<file path="config.mk">
export PLATFORM = sky130hd
export DESIGN_NAME = cla_adder_pipe
export DESIGN_NICKNAME = d
export VERILOG_FILES = /design/src/rtl/cla_adder_pipe.sv
export SDC_FILE = /design/constraint.sdc
export NUM_CORES = 1
export LEC_CHECK = 0
export BUFFER_PORTS_ARGS = -buffer_cell sky130_fd_sc_hd__buf_2
export CELL_PAD_IN_SITES_DETAIL_PLACEMENT = 1
export CELL_PAD_IN_SITES_GLOBAL_PLACEMENT = 1
export CORE_ASPECT_RATIO = 1.75
export CORE_UTILIZATION = 43
export CTS_CLUSTER_DIAMETER = 120
export CTS_CLUSTER_SIZE = 14
export DETAILED_ROUTE_END_ITERATION = 16
export GPL_TIMING_DRIVEN = 0
export PLACE_DENSITY_LB_ADDON = 0.25
export SETUP_SLACK_MARGIN = 0.05
export SLEW_MARGIN = 30
export SYNTH_ARGS = -nofsm -noshare
export SYNTH_HDL_FRONTEND = slang
export SYNTH_SLANG_ARGS = --single-unit
</file>
<file path="constraint.sdc">
create_clock -name clk -period 2.6 [get_ports clk]
set_input_delay 0 -clock clk [delete_from_list [all_inputs] [get_ports clk]]
set_output_delay 0 -clock clk [all_outputs]
set_load 0.03 [all_outputs]
</file>
<file path="src/rtl/cla_adder_pipe.sv">
`default_nettype none
// +----------------------------------------------------------------------------+
// | Module   : cla_adder_pipe                                                  |
// | Function : Pipelined carry-lookahead adder with valid/ready on both sides; |
// |            define CLA_SUB_EN to add a per-beat subtract control (in_sub).  |
// | Revision : 1.0  initial release                                            |
// +----------------------------------------------------------------------------+
module cla_adder_pipe #(
    parameter int WIDTH  = 16,
    parameter int GROUP  = 4,
    parameter int STAGES = 4
) (
    input  logic             clk,
    input  logic             rst,
    input  logic             in_valid,
    output logic             in_ready,
    input  logic [WIDTH-1:0] in_a,
    input  logic [WIDTH-1:0] in_b,
    input  logic             in_cin,
`ifdef CLA_SUB_EN
    input  logic             in_sub,
`endif
    output logic             out_valid,
    input  logic             out_ready,
    output logic [WIDTH-1:0] out_sum,
    output logic             out_cout,
    output logic             out_ovf
);

    localparam int c_slice = WIDTH / STAGES;
    localparam int c_ngrp  = c_slice / GROUP;

    if (WIDTH % (STAGES * GROUP) != 0) begin : g_bad_cfg
        $error("cla_adder_pipe: WIDTH must be a multiple of STAGES*GROUP");
    end

    // Returns {carry into slice MSB, carry out of slice, slice sum}.
    function automatic logic [c_slice+1:0] slice_add(
        input logic [c_slice-1:0] a,
        input logic [c_slice-1:0] b,
        input logic               cin
    );
        logic [c_slice-1:0] g;
        logic [c_slice-1:0] p;
        logic [c_slice:0]   c;
        logic [c_ngrp:0]    cg;
        logic               gg;
        logic               pp;
        g     = a & b;
        p     = a ^ b;
        c     = '0;
        cg    = '0;
        cg[0] = cin;
        for (int j = 0; j < c_ngrp; j++) begin
            gg = 1'b0;
            pp = 1'b1;
            for (int i = 0; i < GROUP; i++) begin
                c[j*GROUP+i] = gg | (pp & cg[j]);
                gg = g[j*GROUP+i] | (p[j*GROUP+i] & gg);
                pp = pp & p[j*GROUP+i];
            end
            cg[j+1] = gg | (pp & cg[j]);
        end
        c[c_slice] = cg[c_ngrp];
        return {c[c_slice-1], c[c_slice], p ^ c[c_slice-1:0]};
    endfunction

    logic             w_sub;
    logic [WIDTH-1:0] w_b_in;
    logic             w_cin_in;

`ifdef CLA_SUB_EN
    assign w_sub = in_sub;
`else
    assign w_sub = 1'b0;
`endif

    // Subtract is folded into the operands at capture, so it travels with the beat.
    assign w_b_in   = w_sub ? ~in_b : in_b;
    assign w_cin_in = w_sub | in_cin;

    logic [STAGES-1:0] valid_q;
    logic [WIDTH-1:0]  a_q     [STAGES];
    logic [WIDTH-1:0]  b_q     [STAGES];
    logic [WIDTH-1:0]  sum_q   [STAGES];
    logic [STAGES-1:0] carry_q;
    logic [STAGES-1:0] ovf_q;

    logic [WIDTH-1:0]  a_d     [STAGES];
    logic [WIDTH-1:0]  b_d     [STAGES];
    logic [WIDTH-1:0]  sum_d   [STAGES];
    logic [STAGES-1:0] carry_d;
    logic [STAGES-1:0] ovf_d;
    logic [STAGES-1:0] w_vin;
    logic [STAGES-1:0] w_ready;

    for (genvar k = 0; k < STAGES; k++) begin : g_stage
        logic [WIDTH-1:0]   w_src_a;
        logic [WIDTH-1:0]   w_src_b;
        logic [WIDTH-1:0]   w_src_sum;
        logic               w_src_c;
        logic [c_slice+1:0] w_res;
        logic [WIDTH-1:0]   w_sum;

        if (k == 0) begin : g_head
            assign w_src_a   = in_a;
            assign w_src_b   = w_b_in;
            assign w_src_sum = '0;
            assign w_src_c   = w_cin_in;
            assign w_vin[k]  = in_valid;
        end else begin : g_body
            assign w_src_a   = a_q[k-1];
            assign w_src_b   = b_q[k-1];
            assign w_src_sum = sum_q[k-1];
            assign w_src_c   = carry_q[k-1];
            assign w_vin[k]  = valid_q[k-1];
        end

        assign w_res = slice_add(w_src_a[k*c_slice +: c_slice],
                                 w_src_b[k*c_slice +: c_slice], w_src_c);

        always_comb begin
            w_sum = w_src_sum;
            w_sum[k*c_slice +: c_slice] = w_res[c_slice-1:0];
        end

        // A stage may load when empty or when everything downstream can move.
        assign w_ready[k]  = out_ready | ~(&valid_q[STAGES-1:k]);
        assign a_d[k]      = w_src_a;
        assign b_d[k]      = w_src_b;
        assign sum_d[k]    = w_sum;
        assign carry_d[k]  = w_res[c_slice];
        assign ovf_d[k]    = w_res[c_slice+1] ^ w_res[c_slice];
    end

    always_ff @(posedge clk or posedge rst) begin
        if (rst) begin
            valid_q <= '0;
            carry_q <= '0;
            ovf_q   <= '0;
            for (int k = 0; k < STAGES; k++) begin
                a_q[k]   <= '0;
                b_q[k]   <= '0;
                sum_q[k] <= '0;
            end
        end else begin
            for (int k = 0; k < STAGES; k++) begin
                if (w_ready[k]) begin
                    valid_q[k] <= w_vin[k];
                    if (w_vin[k]) begin
                        a_q[k]     <= a_d[k];
                        b_q[k]     <= b_d[k];
                        sum_q[k]   <= sum_d[k];
                        carry_q[k] <= carry_d[k];
                        ovf_q[k]   <= ovf_d[k];
                    end
                end
            end
        end
    end

    assign in_ready  = w_ready[0];
    assign out_valid = valid_q[STAGES-1];
    assign out_sum   = sum_q[STAGES-1];
    assign out_cout  = carry_q[STAGES-1];
    assign out_ovf   = ovf_q[STAGES-1];

endmodule
`default_nettype wire

</file>
Yosys cells after proc, flatten, opt, wreduce, memory -nomap -nowiden. Cells that the tools add are included.

Bitwise operators: 89. Reductions and logical operators: 7.

Operators with widths (number): $and A1 B1 Y1 (40); $or A1 B1 Y1 (32); $xor A4 B4 Y4 (8); $and A4 B4 Y4 (4); $reduce_and A2 Y1 (5); $not A1 Y1 (4); $reduce_and A4 Y1 (1); $reduce_and A3 Y1 (1); $xor A1 B1 Y1 (1).

Register bits after elaboration: 145. Output and inout bits: 20. Logic and storage cells: 115.

Depth between registers and ports, before layout. Gate-level depths: netlist (run 1).

Depth in word-level cells: 9. Depth in mapped cells: 5.

Least setup slack after synthesis (run 1). OpenSTA, ideal clock, no wires.

Path kind: register to register. From: reg valid_q[3]. To: reg a_q, in the netlist g_stage[1].w_src_a[10]. Arrival: 1.482 ns. Required time: 2.475 ns. Setup slack: 0.993 ns. Cell stages (with the launch flop): 5. Buffers on the path: 1. Period minus slack after synthesis: 1.607 ns. Cells stage by stage: dfrtp_1 -> nand4b_4 -> o21ai_4 -> buf_12 -> mux2_4.

Cells in the longest elaborated chain, start to end: 4.

Ends and longest elaborated chain: start, declared (line 82) `logic [STAGES-1:0] valid_q;`; start signal, assigned by index (line 149) `valid_q[k] <= w_vin[k];`; $reduce_and A4 Y1 (line 128) `assign w_ready[k] = out_ready | ~(&valid_q[STAGES-1:k]);`; $not A1 Y1 (line 128); $or A1 B1 Y1 (line 128); $reduce_and A2 Y1 (no line); end signal, assigned by index (line 151) `a_q[k] <= a_d[k];`; end, declared (line 83) `logic [WIDTH-1:0] a_q [STAGES];`.

No other way between the ends. A chain may end at the register's enable or synchronous reset.

Final worst setup path (run 1).
From: reg a_q, in the netlist g_stage[3].w_src_a[13]. To: reg ovf_q[3].

Cells in the longest elaborated chain, start to end: 9. Elaborated cells between the ends (all ways): 16. Those cells by class: bitwise: 16.

Ends and longest elaborated chain: $xor A4 B4 Y4 (line 50) `p = a ^ b;`; $and A1 B1 Y1 (line 59) `gg = g[j*GROUP+i] | (p[j*GROUP+i] & gg);`; $or A1 B1 Y1 (line 59); $and A1 B1 Y1 (line 59); $or A1 B1 Y1 (line 59); $and A1 B1 Y1 (line 59); $or A1 B1 Y1 (line 59); $or A1 B1 Y1 (line 62) `cg[j+1] = gg | (pp & cg[j]);`; $xor A1 B1 Y1 * (line 133) `assign ovf_d[k] = w_res[c_slice+1] ^ w_res[c_slice];`; end signal, assigned by index (line 155) `ovf_q[k] <= ovf_d[k];`; end, declared (line 87) `logic [STAGES-1:0] ovf_q;`.

Every way passes the cells marked *; elsewhere a longest branch is shown, timed or not.

==> results of run 1 <==
-- cells in the final DEF (no fill, tap or decap), types with 2 or more instances in the layout --
cell type / count
ha_1: 16
o21ai_0: 19
a21o_1: 3
a211oi_1: 9
dlygate4sd3_1: 27
mux2_2: 52
nand2_1: 19
a21oi_1: 7
mux2_4: 20
nand2b_1: 4
buf_2: 62
fa_1: 4
inv_1: 13
xor2_1: 6
nor2_1: 5
dfrtp_1: 97
clkinv_2: 3
buf_12: 2
o21bai_1: 4
bufinv_16: 3
clkbuf_16: 9
xnor2_1: 5
-- power breakdown --
group / internal [mW] / switching (mW) / total, mW
sequential: 2.01 / 0.298 / 2.31
combinational: 0.841 / 0.976 / 1.82
clock: 0.961 / 0.569 / 1.53
total: 3.82 / 1.84 / 5.66
-- final cells by class --
cell class,instances,area [um^2]
fillers,974,4225
multi-input cells,181,1712
repair buffers,84,578.1
flip-flops and latches,97,2427
well taps,122,152.6
clock inverters,6,105.1
clock buffers,10,239.0
inverters,14,57.56
plain buffers,10,88.84
-- critical path, stage by stage, from the launching register on --
cell      delay (ps)
dfrtp_1          390
ha_1             340
o21ai_0          110
o21bai_1         430
mux2i_1          280
a31oi_1          110
-- worst min-delay path by stage --
stage / from / end / slack, ps
floorplan: in_valid / valid_q[0] / 110
global placement: in_b[10] / g_stage[1].w_src_b[10] / 230
CTS: in_b[3] / carry_q[0] / 40
finish: in_b[3] / carry_q[0] / 60
global route: in_a[2] / g_stage[1].w_src_sum[2] / 110
detailed placement: rst / g_stage[1].w_src_b[15] / 40
-- per-stage QoR --
stage               setup TNS, ps  utilization
floorplan                       0            -
global placement           -96250       0.4917
detailed placement              0       0.4951
CTS                             0       0.5592
global route                    0       0.5592
finish                          0       0.5592
-- flip-flops by register name, indices dropped and copies added, names as in the netlist --
| signal | cells |
|---|---|
| ovf_q | 1 |
| g_stage.w_src_a | 24 |
| carry_q | 4 |
| valid_q | 4 |
| out_sum | 16 |
| g_stage.w_src_b | 24 |
| g_stage.w_src_sum | 24 |
-- cell usage after synthesis (all sizes together) (3+ instances only) --
| cell | number |
|---|---|
| a211oi | 9 |
| a21o | 3 |
| a21oi | 7 |
| buf | 10 |
| dfrtp | 97 |
| fa | 4 |
| ha | 16 |
| inv | 14 |
| mux2 | 72 |
| nand2 | 20 |
| nand2b | 4 |
| nor2 | 5 |
| o21ai | 20 |
| o21bai | 4 |
| xnor2 | 5 |
| xor2 | 6 |
-- cells by family (layout without fill, tap and decap cells) --
family / count (synthesis) / in the layout / synth area share
and+or+nand+nor: 32 / 32 / 0.03713
xor gates and xnor gates: 11 / 11 / 0.02251
adders and majority gates: 20 / 20 / 0.06548
buffers and inverters: 24 / 124 / 0.03303
DFF: 97 / 97 / 0.5671
AOI/OAI and AO/OA: 45 / 45 / 0.06548
muxes: 73 / 73 / 0.2093
-- per-layer routing --
metal / global-route usage / vias up / wire [um]
li1: - / 1236 / -
met1: 0.2085 / 1381 / 3327
met2: 0.3569 / 40 / 5066
met3: 0.04354 / 14 / 232
met4: 0.08176 / 0 / 173
met5: 0 / - / 0
==> impl_summary.md, run 1 <==
Setup path
The start of the worst register-to-register path is g_stage[3].w_src_a[13]. The required time of the critical path is 2810 ps. The length in cells of the worst reg-to-reg path is 5.

For the worst setup path, the data arrival time is 2000 ps. STA classifies the critical path endpoint as a flip-flop. STA classifies the critical path startpoint as a flip-flop. In this run the worst setup path begins at g_stage[3].w_src_a[13].

In this run the register-to-register setup slack is 810 ps. The worst setup path is of the reg2reg kind. In this run the critical register-to-register path is captured at ovf_q[3]. Along the worst path, the maximum fanout reaches 3. In this run the worst setup path terminates at ovf_q[3].

Hold path
The count of cells along the worst hold path is 4. The type of the worst min-delay path is in2reg.

Placed design
The HPWL after detailed placement is 5.863 mm. Once placement finished, the instance area stood at 0.004746 mm^2. The number of cells after detailed placement is 481. The pre-CTS setup slack is 795.4 ps.

The placer's final routability congestion estimate is 0.7551. The count of buffers from port buffering is 56.

Yosys
The number of warnings printed during yosys synthesis is 0. The count of flip-flops with a built-in enable after synthesis is 0. Of the post-synthesis cell area, the dominant cell type holds 0.5671. The register bit count reported by yosys is 97. The post-synthesis net count is 359. The post-synthesis instance total is 302. The post-synthesis instance area is 0.004280 mm^2. The count of different cell masters after synthesis is 28. The most used flip-flop cell after synthesis is dfrtp_1. The sequential element share of the synthesized area is 0.5671. The largest total area in the synthesized netlist belongs to dfrtp_1. By area the synthesized netlist is led by dfrtp_1 (57%), mux2_2 (14%), mux2_4 (7.0%).

Counting flops with an async set or reset pin after synthesis yields a share of 1.000. The mean cell area of the mapped netlist is 14.17 um^2.

Clocking
After clock tree synthesis, the clock-pin slew on the worst setup and hold paths is 60 ps. The number of hold-repair buffers added at the cts stage is 27. Buffers inserted during clock tree synthesis total 9.

TritonCTS built the clock tree. The clock drives 97 sinks. After clock tree synthesis, the setup repair step added 0 buffers.

After clock tree synthesis, the repair step resized 0 gates. The maximum root-to-sink buffer count is 2. At the later pin of the worst-skew pair, clock insertion delay measures 350 ps. The root cell of the clock tree is clkbuf_16. The maximum level of the CTS H-tree is 3.

Floorplanning
The number of top-level pins is 57. In this run the horizontal extent of the chip is 77.42 um. The starting density of the core is 0.4465. The height of the die is 134.0 um. The placeable core area is 0.009585 mm^2. The floorplan has 47 rows. The area enclosed by the die boundary is 0.01037 mm^2.

Route
The final wirelength is 8.800 mm. The post-detailed-route count of antenna-violating nets is 0. The routed length per placed instance is 16.79 um. The DRC violation count after routing is 0.

The total number of vias is 2671. The first TritonRoute pass finished after 4 iterations. In this run, the number of DRC markers left after iteration 0 of detailed routing was 90.

Dividing the detail-routed via count by the number of cells gives 5.097.

Final layout
For this run, the post-layout net count is 454. The finished layout holds 524 standard cells, fillers aside. 0 antenna diodes ended up in the layout. The summed area of non-filler cells in the final layout is 0.005360 mm^2. The layout overhead on the synthesized area is 25.23%. The share of layout cells above drive strength 1 is 0.3980.

STA
The relative slew slack is 0.6623. Setup slack closes at 809.9 ps. The smallest hold slack is 58.35 ps. The post-layout minimum cycle time is 1790 ps. Setup repair after global routing left no endpoint under its margin. Dividing the final minimum period by the clock period gives 0.6885. Between clock sinks in the finished design, the worst skew comes to 4.418 ps. The number of pins exceeding their max-slew limit in the final report came to 0. The count of endpoints failing setup in the final report is 0. At the pin with the least slew margin, the transition time is 505.5 ps.

The hold violation count in the final report is 0. The achievable frequency is 558.6 MHz.

Run
Across the run, the number of max-cap violations was 0.

Global routing
The number of global-route vias before repair came to 3011. Entering global routing, the biggest net connects 57 pins. After global routing the overflow that remains totals 0. The global-route usage over all layers is 0.1935. The first global-routing pass estimated 15.06 mm of wire. The number of antenna violations at the first check in global routing came to 0.

Power and ir drop
Power spread over the standard cell area amounts to 1056 mW/mm^2. The analysis attributes to cell leakage a power of 2.538 nW. IR analysis of the VDD net gives a maximum drop of 0.0004516 V. The total design power is 5.660 mW.

Run status
The run finished with clean final reports.
(Power assumes the default switching activity.)
==> run 2: changes to the inputs <==
==> constraint.sdc (replaced) <==
create_clock -name clk -period 1.6 [get_ports clk]
set_input_delay 0 -clock clk [delete_from_list [all_inputs] [get_ports clk]]
set_output_delay 0 -clock clk [all_outputs]
set_load 0.03 [all_outputs]
==> impl_summary.md, run 2 (synthesis gave the netlist of run 1 again) <==
STA
The relative slew slack was 0.7438 (+0.08151). The number of pins exceeding their max-slew limit in the final report is 0 (unchanged). The setup TNS is 0 ps (unchanged).

The hold violation count in the final report is 0 (unchanged). The achievable frequency is 657.6 MHz (+18%). The worst-case setup margin in the final layout is 79.37 ps (-730.5 ps). Setup repair after global routing could not meet its margin everywhere. The maximum clock skew at final layout was 7.265 ps (+2.847 ps). The final cycle utilization of the critical path came to 0.9504 (+0.2619). The count of endpoints failing setup in the final report was 0 (unchanged). The pin slew with the least headroom to its limit is 383.5 ps (-122.0 ps).

The smallest hold slack is 51.80 ps (-6.548 ps). The post-layout minimum cycle time was 1521 ps (-269.5 ps).

Route
The post-detailed-route count of antenna-violating nets was 0 (unchanged). The routed length per placed instance is 17.00 um (+1.2%). The total number of vias came to 2717 (+1.7%). The starting DRC count in detailed routing came to 83 (-7.8%).

The via density per instance was 5.098 (about the same). The final wirelength is 9.063 mm (+3.0%). The DRC violation count after routing is 0 (unchanged). The first-pass detailed-route iteration total is 3 (-1).

Final layout
The final-stage net count is 464 (+2.2%). The library cell used most frequently in the layout, excluding fill and tap cells, is dfrtp_1. The share of layout cells above drive strength 1 is 0.4477 (+0.04968). In the layout the commonest cells are dfrtp_1 (94), buf_2 (59), mux2_2 (52), dlygate4sd3_1 (27), mux2_4 (20). The number of antenna cells inserted is 0 (unchanged).

From synthesis to final layout, the design area changed by 29.17%. The count of filler cells inserted in the layout came to 953 (-2.2%).

Global routing
The number of antenna violations at the first check in global routing is 0 (unchanged). The total overflow reported by the global router is 0 (unchanged). The number of global-route vias before repair is 3040 (+0.96%). The met1 layer usage reported by global route is 0.2073 (-0.001164). The global-route wire length before repair is 15.17 mm (+0.69%). The global-route usage over all layers was 0.1944 (+0.0009287). The fraction of met2 tracks used by global routing is 0.3628 (+0.005900).

The layer flagged by global routing as most heavily used is met2. The maximum number of pins on one net before global-route repair was 31 (-46%). The met3 track utilization from global routing is 0.04014 (-0.003401).

Clocking
The worst-skew pair later-pin latency is 340 ps (about the same). The number of sinks on the clock net came to 97 (unchanged). The number of buffers added by the clock tree synthesis step is 9 (unchanged). The maximum level of the CTS H-tree is 3 (unchanged). The clock transition at the register clock pins on the worst setup and hold paths after CTS came to 60 ps (about the same). The CTS tree is yes.

The cell sitting at the root of the clock tree is a clkbuf_16. The maximum root-to-sink buffer count was 2 (unchanged).

Setup path
The kind of capture point of the worst setup path is a flip-flop. The path type of the worst setup path is reg2reg. The type of origin of the critical path is a flip-flop. The start of the worst register-to-register path is g_stage[2].w_src_a[8].

Tracing the worst setup path back leads to its startpoint at g_stage[2].w_src_a[8]. The arrival time of data at the critical path endpoint is 1740 ps (-260 ps). The maximum fanout along the worst path came to 3 (unchanged). The required time of the critical path is 1820 ps (-990 ps). The length in cells of the worst reg-to-reg path was 5 (unchanged).

Hold path
The count of cells along the worst hold path was 4 (unchanged). The startpoint identified for the worst hold timing path is in_b[3]. The type of the worst min-delay path is in2reg.

Floorplanning
The starting density of the core is 0.4465 (unchanged). The area enclosed by the die boundary is 0.01037 mm^2 (unchanged). The number of top-level pins is 57 (unchanged). The placeable core area came to 0.009585 mm^2 (unchanged). The cell row count is 47 (unchanged). The height of the die is 134.0 um (unchanged). The die width came to 77.42 um (unchanged).

Placed design
The pre-CTS setup slack is -178.7 ps (-974.1 ps). The count of buffers from port buffering is 56 (unchanged). The HPWL after detailed placement is 6.101 mm (+4.1%). The placer's final routability congestion estimate was 0.7343 (-2.8%).

Power and ir drop
The power density over the cells is 1664 mW/mm^2 (+58%). The static leakage came to 2.583 nW (+1.8%). The largest vdd supply drop is 0.001009 V (+120%).

Run status
The flow ran to the end, and the final reports show no timing, DRC or antenna violations.

Run
The max-cap check violation count is 0 (unchanged).
## run 2: cell count changes in the layout (fill, tap and decap cells not counted), moves of 3 or more
cell,change
a211oi_1,-6
a211oi_2,+5
buf_12,+5
buf_2,-3
buf_4,+8
bufinv_16,-3
dfrtp_1,-3
dfrtp_2,+3
ha_1,-4
ha_4,+4
## run 2: routing by layer
| layer | wire length [um] | part of all wire |
|---|---|---|
| met5 | 0 | 0 |
| met4 | 218 | 0.024 |
| met3 | 213 | 0.024 |
| met2 | 5228 | 0.58 |
| met1 | 3403 | 0.38 |
## run 2: timing repair
action,in CTS,in global routing
setup endpoints to repair,70,55
buffers inserted,5,3
hold buffers,27,0
resized for setup,14,10
pin swaps,5,12
endpoints found under the hold margin,94,0
## run 2: critical path: stages (launching register included)
cell and delay (ps):
dfrtp_1 420, ha_4 280, a211oi_4 270, o21bai_2 120, a211oi_2 250, a21oi_1 60
## run 2: final timing paths
path / to / slack [ps]
max in group asynchronous: g_stage[1].w_src_b[7] / 710
setup / recovery: carry_q[2] / 80
min in group asynchronous: valid_q[0] / 200
setup reg to reg: carry_q[2] / 80
hold reg to reg: out_sum[15] / 480
hold / removal: carry_q[0] / 50
## run 2: final cells by class
type | count | area [um^2] | area share
multi-input combinational | 181 | 1819 | 0.3290
sequential | 97 | 2431 | 0.4397
tap | 122 | 152.6 | 0.02761
clock inverter | 2 | 13.76 | 0.002489
inverter | 14 | 56.30 | 0.01018
buffer | 10 | 100.1 | 0.01810
clock buffer | 13 | 260.3 | 0.04707
timing repair buffer | 94 | 695.7 | 0.1258
## run 2: stage by stage
step | instance area [um^2] | power [mW] | std cells | utilization
final | 5529 | 9.203 | 533 | 0.5768
after global routing | 5529 | 9.720 | 533 | 0.5768
after CTS | 5439 | 9.026 | 530 | 0.5674
after detailed placement | 4778 | 6.691 | 483 | 0.4985
after global placement | 4718 | 6.491 | 480 | 0.4922
after floorplan | 4285 | 5.846 | 302 | -
## run 2: power breakdown
part	leakage, nW	switching [mW]	internal, mW
clock	0.136	0.883	1.13
combinational	1.30	1.71	1.66
sequential	1.15	0.541	3.28
total	2.58	3.13	6.07
